File: config.mk
export PLATFORM = sky130hd
export DESIGN_NAME = wave_out_stage
export DESIGN_NICKNAME = d
export VERILOG_FILES = /design/src/rtl/wave_out_stage.sv
export SDC_FILE = /design/constraint.sdc
export NUM_CORES = 1
export LEC_CHECK = 0
export ABC_CLOCK_PERIOD_IN_PS = 2000
export CORE_ASPECT_RATIO = 0.9
export CORE_MARGIN = 8
export CORE_UTILIZATION = 45
export DETAILED_ROUTE_END_ITERATION = 16
export DONT_BUFFER_PORTS = 1
export GPL_TIMING_DRIVEN = 0
export PLACE_DENSITY = 0.68
export SLEW_MARGIN = 20
export SYNTH_ARGS = -nofsm -noshare
export SYNTH_HDL_FRONTEND = slang
export SYNTH_SLANG_ARGS = --single-unit
export TNS_END_PERCENT = 5
File: constraint.sdc
create_clock -name clk -period 2 [get_ports clk]
set_input_delay 0.1 -clock clk [delete_from_list [all_inputs] [get_ports clk]]
set_output_delay 0.1 -clock clk [all_outputs]
set_load 0.05 [all_outputs]
File: src/rtl/wave_out_stage.sv
// Output stage: selects and scales one of six sample streams, double-buffers it
// into a duty register and drives a first-order PWM DAC onto the board pin.
module wave_out_stage #(
  parameter int unsigned W = 8
) (
  input  logic         clk,
  input  logic         rst,
  input  logic         smp_stb,
  input  logic [2:0]   wave_sel,
  input  logic [1:0]   amp_sel,
  input  logic [W-1:0] sine,
  input  logic [W-1:0] full,
  input  logic [W-1:0] half,
  input  logic [W-1:0] recip,
  input  logic [W-1:0] tri_wave,
  input  logic [W-1:0] rect,
  output logic         out,
  output logic         period_start,
  output logic         ovr
);

  localparam logic [2:0] SEL_SINE  = 3'b000;
  localparam logic [2:0] SEL_FULL  = 3'b001;
  localparam logic [2:0] SEL_HALF  = 3'b010;
  localparam logic [2:0] SEL_RECIP = 3'b011;
  localparam logic [2:0] SEL_TRI   = 3'b100;
  localparam logic [2:0] SEL_RECT  = 3'b101;

  localparam logic [W-1:0] CNT_MAX = {W{1'b1}};

  logic [W-1:0] cnt;
  logic [W-1:0] duty;
  logic [W-1:0] pending;
  logic         pend_valid;

  logic [W-1:0] selected_c;
  logic [W-1:0] scaled_c;
  logic         wrap_c;

  logic [W-1:0] cnt_nxt;
  logic [W-1:0] duty_nxt;
  logic [W-1:0] pending_nxt;
  logic         pend_valid_nxt;
  logic         out_nxt;
  logic         period_start_nxt;
  logic         ovr_nxt;

  // Source mux; unused select codes yield silence
  always_comb begin
    selected_c = '0;
    case (wave_sel)
      SEL_SINE:  selected_c = sine;
      SEL_FULL:  selected_c = full;
      SEL_HALF:  selected_c = half;
      SEL_RECIP: selected_c = recip;
      SEL_TRI:   selected_c = tri_wave;
      SEL_RECT:  selected_c = rect;
      default:   selected_c = '0;
    endcase
  end

  assign scaled_c = selected_c >> amp_sel;
  assign wrap_c   = (cnt == CNT_MAX);

  // Next-state: counter, double buffer, overrun flag and PWM compare
  always_comb begin
    cnt_nxt          = cnt + W'(1);
    duty_nxt         = duty;
    pending_nxt      = pending;
    pend_valid_nxt   = pend_valid;
    ovr_nxt          = ovr;
    out_nxt          = (cnt < duty);
    // period_start is registered one edge early so it is high exactly while cnt==0
    period_start_nxt = wrap_c;

    if (wrap_c && pend_valid) begin
      duty_nxt       = pending;
      pend_valid_nxt = 1'b0;
    end

    if (smp_stb) begin
      pending_nxt    = scaled_c;
      pend_valid_nxt = 1'b1;
      if (pend_valid && !wrap_c) begin
        ovr_nxt = 1'b1;
      end
    end
  end

  always_ff @(posedge clk) begin
    if (!rst) begin
      cnt          <= '0;
      duty         <= '0;
      pending      <= '0;
      pend_valid   <= 1'b0;
      out          <= 1'b0;
      period_start <= 1'b1;
      ovr          <= 1'b0;
    end else begin
      cnt          <= cnt_nxt;
      duty         <= duty_nxt;
      pending      <= pending_nxt;
      pend_valid   <= pend_valid_nxt;
      out          <= out_nxt;
      period_start <= period_start_nxt;
      ovr          <= ovr_nxt;
    end
  end

endmodule

======== After elaboration in Yosys (flattened, before gate mapping) ========
Cells that the tools add are included.
word-level totals
  bits in registers ....................... 28
  output and inout port bits .............. 3
operators by class
  add/sub/neg operators ................... 1
  order comparisons ....................... 1
  equal/unequal tests ..................... 6
  shifts and indexed selects .............. 1
  multiplexer cells ....................... 3
  reductions and logical operators ........ 6
operators with widths
  operator                                       number
  one-hot mux 8 bit (6 select lines)             1
  adder 8 x 1 -> 8 bit, second input constant    1
  == test 8 bit, second input constant           1
  less-than comparator 8 bit                     1
  right shift 8 x 2 -> 8 bit                     1
  == test 3 x 2 -> 1 bit, second input constant  2
  == test 3 bit, second input constant           2
  == test 3 x 1 -> 1 bit, second input constant  1
  zero test 3 bit                                1
  logical AND 1 bit                              2
  two-way mux 1 bit                              2
  AND reduction 2 bit                            1
  nonzero test 2 bit                             1
  zero test 1 bit                                1

======== Depth between registers and ports, before layout ========
  word-level depth ........................ 4
  gate-level depth with buffers ........... 8
  mapped depth without buffers ............ 7

======== Worst setup path before layout ========
Ideal clock, no wire load.
  path type ............................... register to register
  from .................................... reg cnt[0]
  to ...................................... reg duty[6]
  setup time .............................. 0.128 ns
  arrival ................................. 1.529 ns
  setup slack ............................. 0.343 ns
  cell stages (with the launch flop) ...... 8
  buffers on the path ..................... 0
  period minus slack after synthesis ...... 1.657 ns
  cell sequence ........................... dfxtp_1 -> ha_1 -> nand2_1 -> nor2_1 -> nand3_1 -> nor2_2 -> mux2i_1 -> nor2_1
on the way
  longest elaborated chain between the ends .. 2
RTL lines
  item                    line  text
  from (decl)             31    logic [W-1:0] cnt;
  from (signal assigned)  100   cnt <= cnt_nxt;
  == test 8 bit           63    assign wrap_c = (cnt == CNT_MAX);
  logical AND 1 bit       76    if (wrap_c && pend_valid) begin
  to (signal assigned)    101   duty <= duty_nxt;
  to (decl)               32    logic [W-1:0] duty;
Every way passes these cells.
A chain may end at the register's enable or synchronous reset.

======== Worst setup path in the final report ========
  from .................................... reg cnt[0]
  to ...................................... reg duty[5]
The elaborated chain is that of the path after synthesis.

==> impl_metrics.json <==
{
  "status": "completed",
  "die-area_um2": 6095,
  "io_pins": 59,
  "drv_slew": 0,
  "cts_hold_buf": 0,
  "syn_area_per_cell_um2": 8.752,
  "slew_headroom": 0.6019,
  "dp_cells": 244,
  "crit_required_ns": 2.15,
  "endpoint_kind": "flip-flop",
  "ant_nets": 0,
  "yosysTopAreaCellShare": 0.3235,
  "synth_cell_types": 39,
  "cts_buffers": 3,
  "setup_viol": 0,
  "coreArea_um2": 3705,
  "root_buffer": "clkbuf_8",
  "multi_input_area_um2": 1072,
  "setup.worst_path.start": "cnt[0]",
  "synthTopCellsByArea": "dfxtp_1, mux2i_1, nor2_1",
  "grt_overflow": 0,
  "grt_usage": 0.1299,
  "grt_pass1_vias": 1537,
  "p_per_area_nw_per_um2": 593.0,
  "worst_slew_pin_slew_ns": 0.5879,
  "fin_cells": 248,
  "layout.area.seq_um2": 560.5,
  "ir_drop_mv": 0.2435,
  "cp.arrival_ns": 1.96,
  "clk_latency_ns": 0.27,
  "skew_ns": 0.002161,
  "drive_gt1_frac": 0.07921,
  "syn_area_um2": 1733,
  "yosysTopAreaCell": "dfxtp_1",
  "timing.rr.end": "duty[5]",
  "portBuffers": 0,
  "diodes": 0,
  "fp-row-count": 21,
  "num_vias": 1394,
  "grt_max_degree": 15,
  "hold_class": "in -> reg",
  "cts_max_path_buffers": 2,
  "routed_wl_um": 3814,
  "hold_start": "amp_sel[1]",
  "min_period_ns": 1.814,
  "start_util": 0.4677,
  "layout.nets": 268,
  "fp.dieH_um": 74.87,
  "reg2reg_depth": 8,
  "async_flop_share": 0,
  "fmax_mhz": 551.1,
  "post_drt_wl_per_cell_um": 15.38,
  "hold_viol_final": 0,
  "cts.clk_slew.worst_paths_ns": 0.09,
  "drcViolationCount": 0,
  "final.setup.tns_ns": 0,
  "synth_fp_nets": 262,
  "num-fill-cells": 352,
  "path_class": "reg -> reg",
  "ys_ff_latch": 28,
  "h-tree-depth": 1,
  "routabilityCongestion": 0.8397,
  "die_w_um": 81.41,
  "synth_edf_count": 0,
  "synth_cells": 198,
  "r2r_slack_ns": 0.19,
  "dp_hpwl_um": 3089,
  "cts_sinks": 28,
  "drt_iter0_drc": 50,
  "power_leakage_nw": 0.6940,
  "cts_tree": "built",
  "startpoint_type": "flip-flop",
  "drt_pass1_iterations": 4,
  "drv_cap": 0,
  "crit_fanout": 7,
  "syn_to_final_growth_pct": 7.148,
  "grt_pass1_wl_um": 6423,
  "min_path_cells": 2,
  "vias_per_cell": 5.621,
  "holdPathEnd": "pending[6]",
  "yosysWarnings": 0,
  "r2r_start": "cnt[0]",
  "post-route-period-util": 0.9072,
  "synth_ff_type": "dfxtp_1",
  "seq_area_frac_synth": 0.3235,
  "antenna_found_initial": 0
}
-- placed cells by master, fill, tap and decap left out, types with 4 or more instances in the layout --
cell | netlist | layout
a211oi_1 | 4 | 4
a21oi_1 | 9 | 9
clkbuf_1 | 7 | 7
dfxtp_1 | 28 | 28
ha_1 | 8 | 8
inv_1 | 12 | 12
mux2i_1 | 26 | 26
nand2_1 | 8 | 8
nand2b_1 | 4 | 4
nand3_1 | 5 | 5
nor2_1 | 30 | 30
nor3_1 | 6 | 6
o21ai_0 | 6 | 6
o22ai_1 | 5 | 5
-- cell usage after synthesis (all sizes together), types with 4 or more instances --
master and number:
nand2 8, nand3 5, nor3 6, nand2b 4, a211oi 4, clkbuf 7, mux2i 26, dfxtp 28
a21oi 9, o21ai 9, o22ai 5, nor2 31, inv 12, ha 8
-- layer usage --
layer | part of all wire | global-route usage | up-vias | wire (µm)
met1 | 0.45 | 0.1420 | 625 | 1733
met3 | 0.063 | 0.04773 | 2 | 240
met4 | 0.0068 | 0.02574 | 0 | 26
met5 | 0 | 0 | - | 0
met2 | 0.48 | 0.2348 | 53 | 1812
li1 | - | - | 714 | -
-- logic make-up (layout without fill, tap and decap cells) --
group	Yosys count	count (layout)	synth area share
xor gates and xnor gates	6	6	0.03033
adders and majority gates	8	8	0.05776
and+or+nand+nor	63	63	0.1690
DFF	28	28	0.3235
AOI/OAI and AO/OA	39	39	0.1502
buffers and inverters	22	26	0.06065
muxes	32	32	0.2087
-- worst max path at each step --
| stage | depth (start not counted) | endpoint | slack, ns |
|---|---|---|---|
| after floorplan | 7 | duty[6] | 0.34 |
| after global placement | 7 | duty[7] | 0.09 |
| after detailed placement | 7 | duty[3] | 0.06 |
| after CTS | 7 | duty[4] | 0.03 |
| after global routing | 8 | duty[5] | -0.01 |
| final | 8 | duty[5] | 0.19 |
-- critical path: stages (launching register included) --
cell     delay (ns)
dfxtp_1        0.41
ha_1           0.23
nand2_1        0.07
nor2_1         0.16
nand3_1        0.24
nor2_4         0.21
buf_12         0.14
mux2i_1        0.18
nor2_1         0.06
-- stage by stage --
step | power, mW | worst slack [ns] | hold slack, ns | util | instance area [µm²]
final | 1.101 | 0.1856 | 0.03872 | 0.5012 | 1857
after global placement | 0.8095 | 0.08518 | 0.3162 | 0.4833 | 1790
after CTS | 1.108 | 0.02636 | 0.03191 | 0.4944 | 1832
after global routing | 1.158 | -0.01381 | 0.04694 | 0.5012 | 1857
after detailed placement | 0.8135 | 0.06092 | 0.3234 | 0.4833 | 1790
after floorplan | 0.7783 | 0.3432 | 0.3008 | - | 1733
-- sequential cells by signal, indices dropped and copies added, names as in the netlist --
signal,count
cnt,8
pending,8
period_start,1
pend_valid,1
ovr,1
duty,8
out,1
-- area by class of cell --
| class | count | area share |
|---|---|---|
| flip-flops and latches | 28 | 0.3019 |
| clock buffers | 3 | 0.02224 |
| well taps | 46 | 0.03100 |
| multi-input cells | 148 | 0.5775 |
| plain buffers | 10 | 0.03235 |
| repair buffers | 1 | 0.01078 |
| inverters | 12 | 0.02426 |
-- power breakdown --
part | switching, mW | total [mW] | internal, mW
Clock | 0.166 | 0.302 | 0.135
Combinational | 0.0967 | 0.188 | 0.0913
Sequential | 0.0316 | 0.612 | 0.580
-- repair_timing --
item | in CTS | in global routing
buffers inserted | 0 | 1
gates resized for setup | 0 | 1
endpoints found under the setup margin | 0 | 8
Note: power is estimated with default switching activity, not from simulation.
